### src/rtl/morse_pkg.sv
`default_nettype none
// ============================================================================
// Module  : morse_pkg
// Brief   : Shared FSM encoding, ASCII ranges, unit counts and code record.
// Revision: 1.0 - initial release
// ============================================================================
package morse_pkg;

  typedef enum logic [1:0] {
    ST_IDLE  = 2'd0,
    ST_MARK  = 2'd1,
    ST_SPACE = 2'd2,
    ST_GAP   = 2'd3
  } morse_state_e;

  // Pattern is left-aligned: element 0 sits in bit 4, 1 = dash.
  typedef struct packed {
    logic       supported;
    logic       is_space;
    logic [2:0] length;
    logic [4:0] pattern;
  } morse_code_t;

  localparam int unsigned c_unit_cycles_default = 25_000_000;

  localparam logic [7:0] c_ascii_space   = 8'h20;
  localparam logic [7:0] c_ascii_digit_0 = 8'h30;
  localparam logic [7:0] c_ascii_digit_9 = 8'h39;
  localparam logic [7:0] c_ascii_upper_a = 8'h41;
  localparam logic [7:0] c_ascii_upper_z = 8'h5A;
  localparam logic [7:0] c_ascii_lower_a = 8'h61;
  localparam logic [7:0] c_ascii_lower_z = 8'h7A;
  localparam logic [7:0] c_case_fold     = 8'h20;

  localparam logic [2:0] c_dot_units   = 3'd1;
  localparam logic [2:0] c_dash_units  = 3'd3;
  localparam logic [2:0] c_space_units = 3'd1;
  localparam logic [2:0] c_gap_units   = 3'd3;
  localparam logic [2:0] c_word_units  = 3'd4;

  function automatic logic [2:0] element_units(input logic is_dash);
    return is_dash ? c_dash_units : c_dot_units;
  endfunction

endpackage
`default_nettype wire

### src/rtl/morse_lut.sv
`default_nettype none
// ============================================================================
// Module  : morse_lut
// Brief   : Combinational ASCII -> Morse code lookup (ITU). Digits are
//           included when MORSE_DIGITS_EN is defined.
// Revision: 1.0 - initial release
// ============================================================================
module morse_lut
  import morse_pkg::*;
(
  input  logic [7:0] i_letter,
  output logic       o_supported,
  output logic       o_is_space,
  output logic [2:0] o_length,
  output logic [4:0] o_pattern
);

  logic [7:0]  w_upper;
  morse_code_t w_code;

  always_comb begin
    w_upper = i_letter;
    if (i_letter >= c_ascii_lower_a && i_letter <= c_ascii_lower_z) begin
      w_upper = i_letter - c_case_fold;
    end

    w_code = '0;
    if (w_upper == c_ascii_space) begin
      w_code.supported = 1'b1;
      w_code.is_space  = 1'b1;
    end else if (w_upper >= c_ascii_upper_a && w_upper <= c_ascii_upper_z) begin
      w_code.supported = 1'b1;
      case (w_upper)
        8'h41:   {w_code.length, w_code.pattern} = {3'd2, 5'b01000}; // A .-
        8'h42:   {w_code.length, w_code.pattern} = {3'd4, 5'b10000}; // B -...
        8'h43:   {w_code.length, w_code.pattern} = {3'd4, 5'b10100}; // C -.-.
        8'h44:   {w_code.length, w_code.pattern} = {3'd3, 5'b10000}; // D -..
        8'h45:   {w_code.length, w_code.pattern} = {3'd1, 5'b00000}; // E .
        8'h46:   {w_code.length, w_code.pattern} = {3'd4, 5'b00100}; // F ..-.
        8'h47:   {w_code.length, w_code.pattern} = {3'd3, 5'b11000}; // G --.
        8'h48:   {w_code.length, w_code.pattern} = {3'd4, 5'b00000}; // H ....
        8'h49:   {w_code.length, w_code.pattern} = {3'd2, 5'b00000}; // I ..
        8'h4A:   {w_code.length, w_code.pattern} = {3'd4, 5'b01110}; // J .---
        8'h4B:   {w_code.length, w_code.pattern} = {3'd3, 5'b10100}; // K -.-
        8'h4C:   {w_code.length, w_code.pattern} = {3'd4, 5'b01000}; // L .-..
        8'h4D:   {w_code.length, w_code.pattern} = {3'd2, 5'b11000}; // M --
        8'h4E:   {w_code.length, w_code.pattern} = {3'd2, 5'b10000}; // N -.
        8'h4F:   {w_code.length, w_code.pattern} = {3'd3, 5'b11100}; // O ---
        8'h50:   {w_code.length, w_code.pattern} = {3'd4, 5'b01100}; // P .--.
        8'h51:   {w_code.length, w_code.pattern} = {3'd4, 5'b11010}; // Q --.-
        8'h52:   {w_code.length, w_code.pattern} = {3'd3, 5'b01000}; // R .-.
        8'h53:   {w_code.length, w_code.pattern} = {3'd3, 5'b00000}; // S ...
        8'h54:   {w_code.length, w_code.pattern} = {3'd1, 5'b10000}; // T -
        8'h55:   {w_code.length, w_code.pattern} = {3'd3, 5'b00100}; // U ..-
        8'h56:   {w_code.length, w_code.pattern} = {3'd4, 5'b00010}; // V ...-
        8'h57:   {w_code.length, w_code.pattern} = {3'd3, 5'b01100}; // W .--
        8'h58:   {w_code.length, w_code.pattern} = {3'd4, 5'b10010}; // X -..-
        8'h59:   {w_code.length, w_code.pattern} = {3'd4, 5'b10110}; // Y -.--
        default: {w_code.length, w_code.pattern} = {3'd4, 5'b11000}; // Z --..
      endcase
`ifdef MORSE_DIGITS_EN
    end else if (w_upper >= c_ascii_digit_0 && w_upper <= c_ascii_digit_9) begin
      w_code.supported = 1'b1;
      w_code.length    = 3'd5;
      case (w_upper)
        8'h30:   w_code.pattern = 5'b11111;
        8'h31:   w_code.pattern = 5'b01111;
        8'h32:   w_code.pattern = 5'b00111;
        8'h33:   w_code.pattern = 5'b00011;
        8'h34:   w_code.pattern = 5'b00001;
        8'h35:   w_code.pattern = 5'b00000;
        8'h36:   w_code.pattern = 5'b10000;
        8'h37:   w_code.pattern = 5'b11000;
        8'h38:   w_code.pattern = 5'b11100;
        default: w_code.pattern = 5'b11110;
      endcase
`else
`endif
    end
  end

  assign o_supported = w_code.supported;
  assign o_is_space  = w_code.is_space;
  assign o_length    = w_code.length;
  assign o_pattern   = w_code.pattern;

endmodule
`default_nettype wire

### src/rtl/morse_encoder.sv
`default_nettype none
// ============================================================================
// Module  : morse_encoder
// Brief   : Keys one ASCII character per request as Morse timing on signal.
//           Digit support is enabled by defining MORSE_DIGITS_EN.
// Revision: 1.0 - initial release
// ============================================================================
module morse_encoder
  import morse_pkg::*;
#(
  parameter int unsigned UNIT_CYCLES = c_unit_cycles_default
) (
  input  logic       clk,
  input  logic       reset,
  input  logic [7:0] letter,
  input  logic       valid,
  output logic       ready,
  output logic       signal,
  output logic       done,
  output logic       error
);

  localparam logic [31:0] c_unit_reload = 32'(UNIT_CYCLES - 1);

  logic       w_supported;
  logic       w_is_space;
  logic [2:0] w_length;
  logic [4:0] w_pattern;

  morse_lut u_lut (
    .i_letter    (letter),
    .o_supported (w_supported),
    .o_is_space  (w_is_space),
    .o_length    (w_length),
    .o_pattern   (w_pattern)
  );

  morse_state_e r_state;
  morse_state_e w_state_next;
  logic [31:0]  r_cycle_cnt;
  logic [2:0]   r_units_left;
  logic [2:0]   r_elem_idx;
  logic [2:0]   r_length;
  logic [4:0]   r_pattern;
  logic         r_error;

  logic         w_accept;
  logic         w_unit_end;
  logic         w_phase_end;
  logic         w_load;
  logic [2:0]   w_load_units;
  logic         w_capture;
  logic         w_advance;

  assign w_accept    = valid && (r_state == ST_IDLE);
  assign w_unit_end  = (r_cycle_cnt == 32'd0);
  assign w_phase_end = w_unit_end && (r_units_left == 3'd1);

  always_comb begin
    w_state_next = r_state;
    w_load       = 1'b0;
    w_load_units = 3'd0;
    w_capture    = 1'b0;
    w_advance    = 1'b0;
    case (r_state)
      ST_IDLE: begin
        if (w_accept && w_supported) begin
          w_capture = 1'b1;
          w_load    = 1'b1;
          if (w_is_space) begin
            w_state_next = ST_GAP;
            w_load_units = c_word_units;
          end else begin
            w_state_next = ST_MARK;
            w_load_units = element_units(w_pattern[4]);
          end
        end
      end
      ST_MARK: begin
        if (w_phase_end) begin
          w_advance = 1'b1;
          w_load    = 1'b1;
          if ((r_elem_idx + 3'd1) < r_length) begin
            w_state_next = ST_SPACE;
            w_load_units = c_space_units;
          end else begin
            w_state_next = ST_GAP;
            w_load_units = c_gap_units;
          end
        end
      end
      ST_SPACE: begin
        // Pattern was shifted at the end of the mark, so bit 4 is the next element.
        if (w_phase_end) begin
          w_state_next = ST_MARK;
          w_load       = 1'b1;
          w_load_units = element_units(r_pattern[4]);
        end
      end
      ST_GAP: begin
        if (w_phase_end) begin
          w_state_next = ST_IDLE;
        end
      end
      default: w_state_next = ST_IDLE;
    endcase
  end

  always_ff @(posedge clk) begin
    if (reset) begin
      r_state      <= ST_IDLE;
      r_cycle_cnt  <= 32'd0;
      r_units_left <= 3'd0;
      r_elem_idx   <= 3'd0;
      r_length     <= 3'd0;
      r_pattern    <= 5'd0;
      r_error      <= 1'b0;
    end else begin
      r_state <= w_state_next;
      r_error <= w_accept && !w_supported;

      if (w_load) begin
        r_cycle_cnt  <= c_unit_reload;
        r_units_left <= w_load_units;
      end else if (r_state == ST_IDLE || w_phase_end) begin
        r_cycle_cnt  <= 32'd0;
        r_units_left <= 3'd0;
      end else if (w_unit_end) begin
        r_cycle_cnt  <= c_unit_reload;
        r_units_left <= r_units_left - 3'd1;
      end else begin
        r_cycle_cnt  <= r_cycle_cnt - 32'd1;
      end

      if (w_capture) begin
        r_length   <= w_length;
        r_pattern  <= w_pattern;
        r_elem_idx <= 3'd0;
      end else if (w_advance) begin
        r_pattern  <= {r_pattern[3:0], 1'b0};
        r_elem_idx <= r_elem_idx + 3'd1;
      end
    end
  end

  assign ready  = (r_state == ST_IDLE);
  assign signal = (r_state == ST_MARK);
  assign done   = (r_state == ST_GAP) && w_phase_end;
  assign error  = r_error;

endmodule
`default_nettype wire

### config.mk
export PLATFORM = sky130hd
export DESIGN_NAME = morse_encoder
export DESIGN_NICKNAME = d
export VERILOG_FILES = /design/src/rtl/morse_pkg.sv /design/src/rtl/morse_lut.sv /design/src/rtl/morse_encoder.sv
export SDC_FILE = /design/constraint.sdc
export NUM_CORES = 1
export LEC_CHECK = 0
export CELL_PAD_IN_SITES_DETAIL_PLACEMENT = 1
export CELL_PAD_IN_SITES_GLOBAL_PLACEMENT = 1
export CORE_MARGIN = 5
export CORE_UTILIZATION = 42
export DETAILED_ROUTE_END_ITERATION = 6
export GPL_TIMING_DRIVEN = 1
export MAX_ROUTING_LAYER = met4
export PLACE_DENSITY = 0.88
export RECOVER_POWER = 100
export SLEW_MARGIN = 20
export SYNTH_ARGS = -nofsm -noshare
export SYNTH_HDL_FRONTEND = slang
export SYNTH_HIERARCHICAL = 1
export SYNTH_SLANG_ARGS = --single-unit
### constraint.sdc
create_clock -name clk -period 2.5 [get_ports clk]
set_clock_uncertainty 0.15 [all_clocks]
set_input_delay 0.5 -clock clk [delete_from_list [all_inputs] [get_ports clk]]
set_output_delay 0.5 -clock clk [all_outputs]
set_load 0.02 [all_outputs]
==> results of run 1 <==
how the worst max path moves through the flow:
stage | from | slack, ps | end
global route | letter[2] | -490 | r_units_left[1]$_SDFFE_PP0P_
global placement | letter[6] | -490 | r_units_left[1]$_SDFFE_PP0P_
floorplan | letter[6] | -5 | r_pattern[4]$_SDFFE_PP0P_
CTS | r_cycle_cnt[1]$_SDFF_PP0_ | -260 | done
finish | letter[2] | -450 | r_units_left[1]$_SDFFE_PP0P_
detailed placement | letter[3] | -680 | r_units_left[1]$_SDFFE_PP0P_
layout make-up:
| cell class | count | area [µm²] | area share [%] |
|---|---|---|---|
| tap | 102 | 128 | 2.54 |
| sequential | 49 | 985 | 19.6 |
| clock buffer | 7 | 76.3 | 1.52 |
| timing repair buffer | 120 | 1080 | 21.5 |
| inverter | 16 | 60.1 | 1.20 |
| multi-input combinational | 311 | 2680 | 53.4 |
| clock inverter | 1 | 7.51 | 0.149 |
synthesized netlist by cell type, drive strengths merged (2+ instances only):
cell type / instances / area share, %
mux2i: 4 / 1.2
xor2: 20 / 5.2
nand3b: 2 / 0.44
ha: 13 / 4.8
o221ai: 2 / 0.52
a21o: 2 / 0.44
clkbuf: 14 / 2.4
inv: 15 / 1.7
nor3: 26 / 4.0
a221oi: 13 / 5.2
a211oi: 2 / 0.44
nand2b: 6 / 1.1
and3: 4 / 0.74
o21a: 2 / 0.44
o21ai: 9 / 1.3
o31ai: 3 / 1.1
a31oi: 3 / 0.56
nor4b: 5 / 1.9
or4: 5 / 1.3
nand4b: 2 / 0.52
o211ai: 11 / 2.4
or4b: 2 / 0.59
buf: 15 / 3.1
dfxtp: 49 / 29
nand2: 23 / 2.6
nor3b: 6 / 1.3
nor4: 14 / 3.1
xnor2: 10 / 2.6
nand4: 10 / 2.0
or3: 8 / 1.5
nor2b: 6 / 1.1
nand3: 10 / 1.5
o41ai: 2 / 0.52
nor2: 48 / 5.5
a21oi: 23 / 3.7
critical path, stage by stage:
cell,delay [ps]
clkdlybuf4s15_2,240
buf_4,180
nor4_4,310
o22a_1,180
nand4_1,230
nand2b_4,200
and3_4,250
nor2_1,100
nor2_1,260
o221ai_1,250
a211oi_2,310
kinds of logic after synthesis:
group	synth area share, %
muxes	1.52
AOI/OAI and AO/OA	18.9
and+or+nand+nor	30.5
other	0.111
xor gates and xnor gates	7.78
buffers and inverters	7.34
DFF	29.0
adders and majority gates	4.82
flip-flops by register name (all words and copies together), names as in the netlist:
name and cells:
r_length 3, r_units_left 3, r_cycle_cnt 32, r_elem_idx 3, r_pattern 5, error 1
r_state 2
stage by stage:
step	instance area, µm²	setup TNS [ps]	power, µW
CTS	4650	-1030	5820
detailed placement	4170	-19450	4670
global placement	4170	-15070	4370
floorplan	3460	-5.39	3410
finish	5020	-6810	6980
global route	5020	-9870	7160
layer usage:
layer / vias to the layer above / global-route usage (%) / wire (µm)
li1: 1672 / - / -
met1: 2010 / 35.1 / 6580
met2: 301 / 53.6 / 8420
met3: 141 / 5.96 / 1380
met4: 0 / 16.2 / 1640
met5: - / - / 0
placed cells by master, fill, tap and decap left out, types with 11 or more instances in the layout:
cell       n
nor2_1    31
buf_4     82
xor2_1    20
nor2_4    16
nand2_1   20
dfxtp_1   46
nor3_1    18
o211ai_1  11
buf_6     17
timing repair:
item | CTS | global route
gates resized for setup | 82 | 79
buffers inserted | 8 | 15
pin swaps | 35 | 37
cloned | 3 | 1
endpoints found under the setup margin | 50 | 51
power by group:
group	internal, µW	switching, µW	leakage [µW]
combinational	2180	3250	0.00160
clock	199	307	0.0000385
sequential	912	129	0.000399
total	3290	3680	0.00204
==> metrics.cfg, run 1 <==
[worst_setup_path]
critPathArrivalTime_ps = 3020
cp_max_fo = 4
end_kind = flip-flop
regToRegSetupSlack_ps = -290
start_kind = primary input
required_ps = 2570
r2r-end = r_elem_idx[0]$_SDFFE_PP0P_
path_class = primary input to flip-flop
reg2reg_depth = 10
r2r_start = r_cycle_cnt[25]$_SDFF_PP0_

[timing]
maxSlewHeadroom_pct = 62.6
tightest_slew_ps = 556
finalCriticalPeriod_ps = 2950
rsz0062_at_grt = true
fmaxAchievable_mhz = 339
setup_viol = 50
layout_setup_ws_ps = -451
final_hold_viol_count = 0
whs_ps = 390
min_period_over_period_pct = 118
drv_slew = 0

[die]
core_mm2 = 0.00777
die_y_um = 99.7
rows = 32
start_util_pct = 43.5
die-area_mm2 = 0.00993
die_w_um = 99.7
pin_count = 15

[drt]
drt_pass1_iterations = 5
drc_errors = 0
ant_nets = 0
wl_per_cell_um = 29.7
drtIter0Drc = 383
vias = 4124
wirelength_mm = 18.0
avgViaCountPerCell = 6.81

[synthesis]
post_synth_num_cell_types = 65
yosys_warnings = 6
ys_seq_area_share_pct = 29.0
synth_ff_type = dfxtp_1
syn-mean-instance-area_um2 = 8.34
synth_area_mm2 = 0.00338
synth_fp_nets = 429
ys_seq_elements = 49
syn_inst = 405
async_flop_share_pct = 0
synth_enable_flop_cells = 0

[worst_hold_path]
worstHoldStart = r_cycle_cnt[27]$_SDFF_PP0_
hp-class = flip-flop to flip-flop
min_to = r_cycle_cnt[27]$_SDFF_PP0_
whs_path_depth = 2

[cells_and_area]
diodes = 0
final_nets = 527
stdcell_count = 606
finish.utilization_pct = 64.7
fill_cells = 867
drive_above_1_share_pct = 44.4
syn_to_final_growth_pct = 48.7

[cts]
root_buffer = clkbuf_8
clk_pin_slew_ps = 100
clkLatencyLatePin_ps = 320
cts_max_path_buffers = 2
htreeDepth = 2
cts_buffers = 5
cts.sinks = 49
cts_tree = done
hold_buffers = 0

[global_routing]
grt_overflow = 0
grt_pass1_wl_mm = 23.8
gr-usage-all-layers_pct = 31.6
grt_pass1_vias = 4130
antenna_found_initial = 0
grt_max_degree = 28

[placement]
place_worst_setup_slack_ps = -681
dp_hpwl_mm = 8.47
place_congestion = 0.875
dp.cells = 572
numPortBuffers = 14

[power_and_ir_drop]
ir_drop_v = 0.000665
p_per_area_mw_per_mm2 = 1390
p_leak_uw = 0.00204

[run_status]
violations = setup timing
status = finished, violations left

[job]
drv_cap = 0

No activity file was read; power rests on OpenSTA's default activity.
==> run 2, diff against run 1 <==
--- a/config.mk
+++ b/config.mk
@@ -12,7 +12,7 @@
 export DETAILED_ROUTE_END_ITERATION = 6
 export GPL_TIMING_DRIVEN = 1
 export MAX_ROUTING_LAYER = met4
-export PLACE_DENSITY = 0.88
+export PLACE_DENSITY_LB_ADDON = 0.12
 export RECOVER_POWER = 100
 export SLEW_MARGIN = 20
 export SYNTH_ARGS = -nofsm -noshare
==> run 2 against run 1 <==
Non-clock buffer count down 6. Combinational power is 19% lower. Utilization decreased by 3.4 points. The run still ends with setup timing left. Wire length is 37% lower. Largest cell class unchanged. Critical endpoint is now done. Sequential cell count stayed put. Sequential power hardly changed. Critical path depth fell by 4. Via count is 17% lower.
==> metrics.cfg, run 2 (synthesis results as in run 1) <==
[run_status]
status = finished, violations left
violations = setup timing

[cts]
root_buffer = clkbuf_8
clkLatencyLatePin_ps = 310  ; about the same
cts_tree = done
hold_buffers = 0  ; unchanged
cts.sinks = 49  ; unchanged
cts_max_path_buffers = 2  ; unchanged
htreeDepth = 2  ; unchanged
cts_buffers = 5  ; unchanged
clk_pin_slew_ps = 100  ; about the same

[die]
core_mm2 = 0.00777  ; unchanged
start_util_pct = 43.5  ; unchanged
rows = 32  ; unchanged
pin_count = 15  ; unchanged
die_y_um = 99.7  ; unchanged
die_w_um = 99.7  ; unchanged
die-area_mm2 = 0.00993  ; unchanged

[drt]
vias = 3439  ; -17%
ant_nets = 0  ; unchanged
wl_per_cell_um = 19.0  ; -36%
drtIter0Drc = 85  ; -78%
drt_pass1_iterations = 4  ; -1
drc_errors = 0  ; unchanged
avgViaCountPerCell = 5.73  ; -16%
wirelength_mm = 11.4  ; -37%

[global_routing]
grt_pass1_vias = 3623  ; -12%
grt_max_degree = 27  ; -3.6%
gr-usage-all-layers_pct = 22.0  ; -9.6 points
antenna_found_initial = 0  ; unchanged
grt_pass1_wl_mm = 17.4  ; -27%
grt_overflow = 0  ; unchanged

[worst_setup_path]
cp_slowest_cell = or4b_4
regToRegSetupSlack_ps = -150  ; +140 ps
crit_family = simple AND/OR/NAND/NOR gates
end_kind = output pin
crit_chain = inv_2 -> ha_4 -> or4b_4 -> nor4_4 -> and4_4 -> and2_4 -> buf_6
cp.buffers_inverters = 2  ; unchanged
cp_slowest_stage_delay_ps = 470  ; +160 ps
r2r-end = r_cycle_cnt[11]$_SDFF_PP0_
reg2reg_depth = 7  ; -3
cp_max_fo = 2  ; -2
path_depth = 7  ; -4
r2r_start = r_cycle_cnt[25]$_SDFF_PP0_
start_kind = flip-flop
critPathArrivalTime_ps = 2040  ; -980 ps
required_ps = 1850  ; -720 ps
path_class = flip-flop to output pin

[power_and_ir_drop]
p_leak_uw = 0.00193  ; -5.0%
power.internal_uw = 3140  ; -4.8%
power.switching_uw = 2800  ; -24%
p_seq_share_pct = 16.9  ; +2.0 points
p_sw_share_pct = 47.2  ; -5.6 points
p_comb_share_pct = 74.4  ; -3.4 points
ir_drop_v = 0.000441  ; -34%
clockPowerShare_pct = 8.7  ; +1.4 points
p_per_area_mw_per_mm2 = 1250  ; -10%

[cells_and_area]
stdcell_count = 600  ; -0.99%
stdcell_area_mm2 = 0.00476  ; -5.3%
final_common_cell = buf_4
drive_above_1_share_pct = 40.8  ; -3.7 points
fill_cells = 900  ; +3.8%
syn_to_final_growth_pct = 40.9
regArea_um2 = 983  ; -0.13%
final_cell_mix = 82 x buf_4, 47 x dfxtp_1, 34 x nor2_1
largest_register_ffs = 32  ; unchanged
finish.utilization_pct = 61.2  ; -3.4 points
multi_input_area_mm2 = 0.00251  ; -6.5%
reg.largest.list = r_cycle_cnt x32, r_pattern x5
regMostFlops = r_cycle_cnt
final_nets = 521  ; -1.1%
diodes = 0  ; unchanged

[placement]
place_area_mm2 = 0.00421  ; +0.96%
dp_hpwl_mm = 7.70  ; -9.1%
place_congestion = 0.864  ; -1.3%
numPortBuffers = 14  ; unchanged
dp.cells = 579  ; +1.2%

[worst_hold_path]
whs_path_depth = 2  ; unchanged
hp-class = flip-flop to flip-flop
min_to = r_length[1]$_SDFFE_PP0N_
worstHoldStart = r_length[1]$_SDFFE_PP0N_

[timing]
min_period_over_period_pct = 107  ; -11 points
fmaxAchievable_mhz = 372  ; +9.8%
rsz0062_at_grt = true
finalCriticalPeriod_ps = 2690  ; -264 ps
setup_viol = 25  ; -50%
layout_setup_ws_ps = -187  ; +264 ps
whs_ps = 317  ; -73.5 ps
final_hold_viol_count = 0  ; unchanged
drv_slew = 0  ; unchanged

[job]
drv_cap = 0  ; unchanged

-- run 2: timing repair --
action,CTS,global route
pin swaps,15,23
buffers inserted,6,5
gates resized for setup,43,72
cloned,2,1
setup endpoints to repair,50,43
-- run 2: tightest hold or removal path: stages, from the launching register on --
cell and delay [ps]:
dfxtp_1 330, nand2_1 50, a21oi_1 50
-- run 2: layout make-up --
class	instances	area share, %
clock inverters	2	0.289
repair buffers	114	20.6
inverters	16	1.26
clock buffers	6	1.74
flip-flops and latches	49	20.7
multi-input cells	311	52.8
well taps	102	2.68
-- run 2: worst max path at each step --
stage,endpoint,startpoint
final,done,r_cycle_cnt[0]$_SDFF_PP0_
after global routing,done,r_cycle_cnt[0]$_SDFF_PP0_
after CTS,done,r_cycle_cnt[1]$_SDFF_PP0_
after detailed placement,r_cycle_cnt[11]$_SDFF_PP0_,letter[2]
after global placement,r_pattern[2]$_SDFFE_PP0P_,letter[6]
after floorplan,r_pattern[4]$_SDFFE_PP0P_,letter[6]
-- run 2: power by group through the flow --
stage	Clock (µW)	Combinational [µW]	Sequential, µW
6_report	517	4420	1010
5_1_grt	566	4740	1020
4_1_cts	530	4010	997
3_5_place_dp	0	3670	1010
3_3_place_gp	0	3570	1000
2_1_floorplan	0	2370	1030
-- run 2: per-layer routing --
metal | vias up | global-route usage (%) | wire (µm) | part of all wire [%]
met5 | - | - | 0 | 0
met4 | 0 | 7.35 | 358 | 3.1
met3 | 29 | 3.16 | 208 | 1.8
met2 | 49 | 39.9 | 6240 | 55
met1 | 1706 | 24.4 | 4580 | 40
li1 | 1655 | - | - | -
-- run 2: through the flow --
step           setup TNS [ps]  setup WS (ps)  power [µW]
2_1_floorplan           -5.39          -5.39        3410
3_3_place_gp           -14680           -524        4570
3_5_place_dp           -18680           -664        4680
4_1_cts                 -1060           -249        5530
5_1_grt                 -4160           -288        6330
6_report                -1760           -187        5940
